File: src/rtl/ps2_key_ctl_if.sv
// Signal bundle between the PS/2 keyboard pins, the key-level consumers and
// the ps2_key_ctl block. The slave side is the controller itself.
interface ps2_key_ctl_if;
  logic       ps2_clk;
  logic       ps2_data;
  logic       left;
  logic       right;
  logic       fire;
  logic [7:0] byte_out;
  logic       byte_valid;
  logic       frame_err;

  modport slave (
    input  ps2_clk,
    input  ps2_data,
    output left,
    output right,
    output fire,
    output byte_out,
    output byte_valid,
    output frame_err
  );

  modport master (
    output ps2_clk,
    output ps2_data,
    input  left,
    input  right,
    input  fire,
    input  byte_out,
    input  byte_valid,
    input  frame_err
  );
endinterface

File: src/rtl/ps2_key_ctl.sv
// PS/2 keyboard receiver: synchronises the keyboard lines, deframes bytes with
// parity/stop/timeout checking and turns make/break codes into held-key levels.
module ps2_key_ctl #(
  parameter int unsigned TIMEOUT_CYCLES = 65000,
  parameter logic [7:0]  LEFT_CODE      = 8'h6B,
  parameter logic [7:0]  RIGHT_CODE     = 8'h74,
  parameter logic [7:0]  FIRE_CODE      = 8'h29
) (
  input logic          pclk,
  input logic          rst,
  ps2_key_ctl_if.slave bus
);

  typedef enum logic [1:0] {
    ST_IDLE   = 2'd0,
    ST_DATA   = 2'd1,
    ST_PARITY = 2'd2,
    ST_STOP   = 2'd3
  } rx_state_t;

  localparam logic [7:0]  BREAK_CODE  = 8'hF0;
  localparam logic [7:0]  EXT_CODE    = 8'hE0;
  localparam logic [16:0] TIMEOUT_LIM = 17'(TIMEOUT_CYCLES);

  // A frame is good when the data bits plus the parity bit hold an odd count of ones.
  function automatic logic odd_parity_ok(input logic [7:0] data, input logic parity);
    return ^{data, parity};
  endfunction

  logic        ps2_clk_meta_r;
  logic        ps2_clk_sync_r;
  logic        ps2_clk_prev_r;
  logic        ps2_data_meta_r;
  logic        ps2_data_sync_r;
  logic        fall_s;
  logic        data_s;

  rx_state_t   state_r;
  rx_state_t   state_s;
  logic [2:0]  bit_cnt_r;
  logic [2:0]  bit_cnt_s;
  logic [7:0]  shift_r;
  logic [7:0]  shift_s;
  logic        parity_r;
  logic        parity_s;
  logic [16:0] timer_r;
  logic [16:0] timer_s;
  logic [16:0] timer_inc_s;
  logic        timeout_s;

  logic [7:0]  byte_out_r;
  logic [7:0]  byte_out_s;
  logic        byte_valid_r;
  logic        byte_valid_s;
  logic        frame_err_r;
  logic        frame_err_s;

  logic        ext_r;
  logic        ext_s;
  logic        brk_r;
  logic        brk_s;
  logic        left_r;
  logic        left_s;
  logic        right_r;
  logic        right_s;
  logic        fire_r;
  logic        fire_s;

  // Two-flop synchronisers plus a history flop on the clock for edge detection.
  always_ff @(posedge pclk or negedge rst) begin
    if (!rst) begin
      ps2_clk_meta_r  <= 1'b1;
      ps2_clk_sync_r  <= 1'b1;
      ps2_clk_prev_r  <= 1'b1;
      ps2_data_meta_r <= 1'b1;
      ps2_data_sync_r <= 1'b1;
    end else begin
      ps2_clk_meta_r  <= bus.ps2_clk;
      ps2_clk_sync_r  <= ps2_clk_meta_r;
      ps2_clk_prev_r  <= ps2_clk_sync_r;
      ps2_data_meta_r <= bus.ps2_data;
      ps2_data_sync_r <= ps2_data_meta_r;
    end
  end

  assign fall_s = ps2_clk_prev_r & ~ps2_clk_sync_r;
  assign data_s = ps2_data_sync_r;

  // Inactivity timer; a falling edge in the same cycle always wins over the abort.
  always_comb begin
    timer_inc_s = timer_r + 17'd1;
    timeout_s   = 1'b0;
    timer_s     = timer_inc_s;
    if ((state_r != ST_IDLE) && !fall_s && (timer_inc_s == TIMEOUT_LIM)) begin
      timeout_s = 1'b1;
    end else begin
      timeout_s = 1'b0;
    end
    if (fall_s || (state_r == ST_IDLE) || timeout_s) begin
      timer_s = 17'd0;
    end else begin
      timer_s = timer_inc_s;
    end
  end

  // Receiver next-state and frame result logic.
  always_comb begin
    state_s      = state_r;
    bit_cnt_s    = bit_cnt_r;
    shift_s      = shift_r;
    parity_s     = parity_r;
    byte_out_s   = byte_out_r;
    byte_valid_s = 1'b0;
    frame_err_s  = 1'b0;
    case (state_r)
      ST_IDLE: begin
        if (fall_s && !data_s) begin
          state_s   = ST_DATA;
          bit_cnt_s = 3'd0;
        end else begin
          state_s   = ST_IDLE;
        end
      end
      ST_DATA: begin
        if (fall_s) begin
          shift_s = {data_s, shift_r[7:1]};
          if (bit_cnt_r == 3'd7) begin
            state_s   = ST_PARITY;
            bit_cnt_s = 3'd0;
          end else begin
            bit_cnt_s = bit_cnt_r + 3'd1;
          end
        end else if (timeout_s) begin
          state_s     = ST_IDLE;
          frame_err_s = 1'b1;
        end else begin
          state_s     = ST_DATA;
        end
      end
      ST_PARITY: begin
        if (fall_s) begin
          parity_s = data_s;
          state_s  = ST_STOP;
        end else if (timeout_s) begin
          state_s     = ST_IDLE;
          frame_err_s = 1'b1;
        end else begin
          state_s     = ST_PARITY;
        end
      end
      ST_STOP: begin
        if (fall_s) begin
          state_s = ST_IDLE;
          if (data_s && odd_parity_ok(shift_r, parity_r)) begin
            byte_out_s   = shift_r;
            byte_valid_s = 1'b1;
          end else begin
            frame_err_s  = 1'b1;
          end
        end else if (timeout_s) begin
          state_s     = ST_IDLE;
          frame_err_s = 1'b1;
        end else begin
          state_s     = ST_STOP;
        end
      end
      default: begin
        state_s = ST_IDLE;
      end
    endcase
  end

  // Receiver state and registered frame results.
  always_ff @(posedge pclk or negedge rst) begin
    if (!rst) begin
      state_r      <= ST_IDLE;
      bit_cnt_r    <= 3'd0;
      shift_r      <= 8'h00;
      parity_r     <= 1'b0;
      timer_r      <= 17'd0;
      byte_out_r   <= 8'h00;
      byte_valid_r <= 1'b0;
      frame_err_r  <= 1'b0;
    end else begin
      state_r      <= state_s;
      bit_cnt_r    <= bit_cnt_s;
      shift_r      <= shift_s;
      parity_r     <= parity_s;
      timer_r      <= timer_s;
      byte_out_r   <= byte_out_s;
      byte_valid_r <= byte_valid_s;
      frame_err_r  <= frame_err_s;
    end
  end

  // Scan-code decoder: prefixes arm flags, the next plain code consumes them.
  always_comb begin
    ext_s   = ext_r;
    brk_s   = brk_r;
    left_s  = left_r;
    right_s = right_r;
    fire_s  = fire_r;
    if (byte_valid_r) begin
      case (byte_out_r)
        BREAK_CODE: begin
          brk_s = 1'b1;
        end
        EXT_CODE: begin
          ext_s = 1'b1;
        end
        default: begin
          if (ext_r && (byte_out_r == LEFT_CODE)) begin
            left_s = ~brk_r;
          end else if (ext_r && (byte_out_r == RIGHT_CODE)) begin
            right_s = ~brk_r;
          end else if (!ext_r && (byte_out_r == FIRE_CODE)) begin
            fire_s = ~brk_r;
          end else begin
            fire_s = fire_r;
          end
          ext_s = 1'b0;
          brk_s = 1'b0;
        end
      endcase
    end else if (frame_err_r) begin
      ext_s = 1'b0;
      brk_s = 1'b0;
    end else begin
      ext_s = ext_r;
    end
  end

  // Decoder flags and held-key levels.
  always_ff @(posedge pclk or negedge rst) begin
    if (!rst) begin
      ext_r   <= 1'b0;
      brk_r   <= 1'b0;
      left_r  <= 1'b0;
      right_r <= 1'b0;
      fire_r  <= 1'b0;
    end else begin
      ext_r   <= ext_s;
      brk_r   <= brk_s;
      left_r  <= left_s;
      right_r <= right_s;
      fire_r  <= fire_s;
    end
  end

  assign bus.left       = left_r;
  assign bus.right      = right_r;
  assign bus.fire       = fire_r;
  assign bus.byte_out   = byte_out_r;
  assign bus.byte_valid = byte_valid_r;
  assign bus.frame_err  = frame_err_r;

endmodule

File: src/flat_wrapper.sv
// flat-port wrapper written by rule: the top's interface ports become plain ports
module ps2_key_ctl_flat 
#(
  parameter int unsigned TIMEOUT_CYCLES = 65000,
  parameter logic [7:0]  LEFT_CODE      = 8'h6B,
  parameter logic [7:0]  RIGHT_CODE     = 8'h74,
  parameter logic [7:0]  FIRE_CODE      = 8'h29
)
  (pclk, rst, bus_ps2_clk, bus_ps2_data, bus_left, bus_right, bus_fire, bus_byte_out, bus_byte_valid, bus_frame_err);
  ps2_key_ctl_if bus_i ();
  input logic pclk;
  input logic rst;
  input wire logic [$bits(bus_i.ps2_clk)-1:0] bus_ps2_clk;
  input wire logic [$bits(bus_i.ps2_data)-1:0] bus_ps2_data;
  output wire logic [$bits(bus_i.left)-1:0] bus_left;
  output wire logic [$bits(bus_i.right)-1:0] bus_right;
  output wire logic [$bits(bus_i.fire)-1:0] bus_fire;
  output wire logic [$bits(bus_i.byte_out)-1:0] bus_byte_out;
  output wire logic [$bits(bus_i.byte_valid)-1:0] bus_byte_valid;
  output wire logic [$bits(bus_i.frame_err)-1:0] bus_frame_err;
  assign bus_i.ps2_clk = bus_ps2_clk;
  assign bus_i.ps2_data = bus_ps2_data;
  assign bus_left = bus_i.left;
  assign bus_right = bus_i.right;
  assign bus_fire = bus_i.fire;
  assign bus_byte_out = bus_i.byte_out;
  assign bus_byte_valid = bus_i.byte_valid;
  assign bus_frame_err = bus_i.frame_err;
  ps2_key_ctl #(.TIMEOUT_CYCLES(TIMEOUT_CYCLES), .LEFT_CODE(LEFT_CODE), .RIGHT_CODE(RIGHT_CODE), .FIRE_CODE(FIRE_CODE)) u_core (.pclk(pclk), .rst(rst), .bus(bus_i));
endmodule
File: config.mk
export PLATFORM = sky130hd
export DESIGN_NAME = ps2_key_ctl_flat
export DESIGN_NICKNAME = d
export VERILOG_FILES = /design/src/rtl/ps2_key_ctl_if.sv /design/src/rtl/ps2_key_ctl.sv /design/src/flat_wrapper.sv
export SDC_FILE = /design/constraint.sdc
export NUM_CORES = 1
export LEC_CHECK = 0
export BUFFER_PORTS_ARGS = -buffer_cell sky130_fd_sc_hd__buf_2
export CELL_PAD_IN_SITES_DETAIL_PLACEMENT = 2
export CELL_PAD_IN_SITES_GLOBAL_PLACEMENT = 2
export CORE_ASPECT_RATIO = 2
export CORE_UTILIZATION = 40
export DETAILED_ROUTE_END_ITERATION = 12
export PLACE_DENSITY = 0.8
export RECOVER_POWER = 25
export SLEW_MARGIN = 10
export SYNTH_ARGS = -nofsm -noshare
export SYNTH_HDL_FRONTEND = slang
export SYNTH_SLANG_ARGS = --single-unit
File: constraint.sdc
create_clock -name pclk -period 4.5 [get_ports pclk]
set_clock_uncertainty 0.1 [all_clocks]
set_input_delay 0.9 -clock pclk [delete_from_list [all_inputs] [get_ports pclk]]
set_output_delay 0.9 -clock pclk [all_outputs]
set_load 0.02 [all_outputs]
==> results.md <==
- Yosys Warn Count: 0
- Placed cell count: about 330
- Setup CP Type: register to register
- Fin util: 46.7%
- Antenna-violating nets left: 0
- Post-Syn Instances: 237
- Vias in the first global route: about 2.1k
- Async S/R FF share, synth: 100%
- Routed wire per std cell: 20.4 um
- Synthesis-stage register bit count: 51
- Area growth, synth to finish: 12.5%
- Final WS setup: 1.42 ns
- DIE WIDTH: 59.3 um
- Layout cells sized above 1: a little over a fifth
- Post-DP HPWL: about 5.1 mm
- Hold_sp: u_core.ps2_data_meta_r
- First-pass GRT wire length: 11.1 mm
- Drt drc: 0
- Total track usage: 22.6%
- Starting Density: 41.6%
- Final min period: 3.08 ns
- Root buf cell: clkbuf_16
- Full die area: 6900 sq um
- Endpoint, Worst Hold: u_core.data_s
- Seq/Total Area, Yosys: 48.9%
- Fill count: 671
- Drt via density: 5.56
- Final setup viols: 0
- Worst flop-to-flop path endpoint: u_core.state_r[0]
- CTS tree: done
- Synth Area per Inst: ~11 sq um
- Worst relative slew slack: -6.79%
- Setup Buffers After CTS: 0
- CP Buf/Inv Count: 0
- Core area: 6310 sq um
- Highest Clock Rate: 0.324 GHz
- Worst vdd ir: between 150 and 200 uV
- Syn Std Cell Area: ~2600 sq um
- Antenna cells: 0
- Data required time of the critical path: roughly 4.5 ns
- R2R depth: 7
- Initial antenna violation count: 0
- CP Capture Type: register
- Hold Vio Cnt, Final: 0
- Die height: 117 um
- Violated checks: capacitance limit, slew limit
- Worst-path clk slew: roughly 0.07 ns
- Lkg Pwr: 1.26 nW
- Reg2reg setup slack: 1.42 ns
- DR iter-0 viols: 61
- Port bufs: 16
- Dominant synthesized flop cell: dfrtp_1
- Worst Tran Pin Value: ~1.6 ns
- Rows: 41
- RSZ-0062 raised after global routing: no
- Fin crit share: 68.5%
- Setup_tns: 0 ns
- Clock latency on the worst-skew pair: 0.30 ns
- DRT Wirelength: 6.96 mm
- Htree depth: 2
- Finished Layout Cells: 342
- Worst Path Arrival: 3.12 ns
- Worst path slowest cell: o31ai_4
- Syn nets: 249
- Status: finished, violations left
- CTS Sinks: 51
- Hold WC Path Type: register to register
- DR vias: 1900
- Num CTS Buffers: 5
- Distinct cells, synth: 50
- Worst path depth: 7
- Largest stage delay, worst path: approximately 0.68 ns
- TritonRoute pass-1 iters: 4
- Post-synth EDFFs: 0
- Bufs on Longest Clock Path: 2
- Pwr dens: 362 nW/um^2
- Reg2Reg Launch Point: u_core.timer_r[0]
- GPL Wtd Cong: 0.778
- Crit-path cells: ha_1 -> nand3_2 -> or3b_1 -> a2111oi_2 -> o2111ai_2 -> o31ai_4 -> o22ai_1
- CTS resizes: 0
- Nets@finish: 267
- Worst-path maximum fanout: 13
- Place WS: 1.43 ns
- Gr ovfl total: 0
- Max Slew Vio Count: 31
- Worst Hold Path Cells: 0
- Largest net degree at the start of global routing: 31
- MaxCap Viol Count: 1
- Setup crit start kind: register
- CTS Hold Bufs: 0
- I/O Pins: 17
- CP top delay family: compound AO/OA/AOI/OAI gates
sequential cells by signal, summed over array words and instances, names as in the netlist, 2 cells and up:
signal	flops
u_core.state_r	2
u_core.shift_r	8
u_core.bit_cnt_r	3
u_core.bus.byte_out	8
u_core.timer_r	17
cell families after synthesis:
family | Yosys count | share of synthesized area [%]
muxes | 18 | 7.73
adders and majority gates | 8 | 3.82
xor gates and xnor gates | 20 | 7.20
buffers and inverters | 12 | 3.01
and+or+nand+nor | 92 | 19.2
DFF | 51 | 48.9
AOI/OAI and AO/OA | 36 | 10.1
routing by layer:
metal	routed length, um	global-route usage (%)
met4	125	8.41
met3	123	2.88
met2	4460	49.4
met1	2250	18.2
met5	0	0
area by class of cell:
| type | count | area, sq um | area share, % |
|---|---|---|---|
| multi-input cells | 174 | 1260 | 42.8 |
| flip-flops and latches | 51 | 1280 | 43.5 |
| clock buffers | 5 | 125 | 4.24 |
| repair buffers | 17 | 82.6 | 2.80 |
| well taps | 86 | 108 | 3.65 |
| clock inverters | 3 | 67.6 | 2.29 |
| inverters | 6 | 22.5 | 0.764 |
per-stage QoR:
step / area [sq um] / power, mW / hold slack (ns)
after global routing: 2950 / 1.10 / 0.270
after CTS: 2950 / 1.08 / 0.263
after detailed placement: 2760 / 0.586 / 0.253
after global placement: 2760 / 0.579 / 0.245
final: 2950 / 1.07 / 0.264
after floorplan: 2620 / 0.556 / 0.245
power by group:
group / leakage, nW / switching (mW) / internal, mW
clock network: 0.0900 / 0.172 / 0.319
logic: 0.476 / 0.0423 / 0.0410
registers: 0.690 / 0.0188 / 0.475
cell usage after synthesis (all sizes together), types with 4 or more instances:
library cell / count / share of area, %
xnor2: 14 / 4.7
a21oi: 6 / 1.1
ha: 8 / 3.8
inv: 6 / 0.86
dfrtp: 46 / 44
buf: 6 / 2.1
and3: 6 / 1.4
nor2: 23 / 3.3
xor2: 5 / 1.7
nand2b: 8 / 1.9
nand3: 11 / 2.8
mux2: 18 / 7.7
o21ai: 12 / 2.3
nand2: 17 / 2.4
nand4: 4 / 0.95
dfstp: 5 / 5.0
layout by cell type, fill, tap and decap left out, types with 2 or more instances in the layout:
| cell | synthesis | routed |
|---|---|---|
| nor4b_1 | 2 | 2 |
| nor2_1 | 23 | 23 |
| or2_2 | 2 | 2 |
| or3_1 | 2 | 2 |
| nand4_1 | 4 | 4 |
| dfstp_2 | 5 | 4 |
| clkbuf_16 | 0 | 5 |
| xnor2_1 | 14 | 14 |
| buf_2 | 0 | 15 |
| mux2_2 | 18 | 18 |
| o41ai_1 | 2 | 2 |
| clkbuf_1 | 0 | 2 |
| a22o_1 | 2 | 2 |
| o22ai_1 | 2 | 2 |
| inv_1 | 6 | 6 |
| nor3_1 | 3 | 3 |
| nand2_1 | 17 | 17 |
| bufinv_16 | 0 | 2 |
| xor2_1 | 5 | 5 |
| ha_1 | 8 | 8 |
| o32ai_1 | 2 | 2 |
| nand3b_1 | 2 | 2 |
| nand2b_1 | 8 | 8 |
| o21ai_0 | 12 | 12 |
| nand3_1 | 9 | 9 |
| a21oi_1 | 6 | 6 |
| nor2b_1 | 3 | 3 |
| dfrtp_1 | 46 | 46 |
| and3_1 | 6 | 6 |
how the worst max path moves through the flow:
stage | endpoint | start
after global placement | u_core.state_r[0] | u_core.timer_r[0]
after CTS | u_core.state_r[0] | u_core.timer_r[0]
after floorplan | u_core.timer_r[1] | u_core.timer_r[0]
after detailed placement | u_core.state_r[0] | u_core.timer_r[0]
final | u_core.state_r[0] | u_core.timer_r[0]
after global routing | u_core.timer_r[10] | rst
worst register-to-register path: cells and delay by family, from the launching register on:
kind | cells | cell delay (ns)
compound gates | 4 | 1.44
simple gates | 2 | 0.58
flops | 1 | 0.47
fa+ha+maj | 1 | 0.33
(Power assumes the default switching activity.)
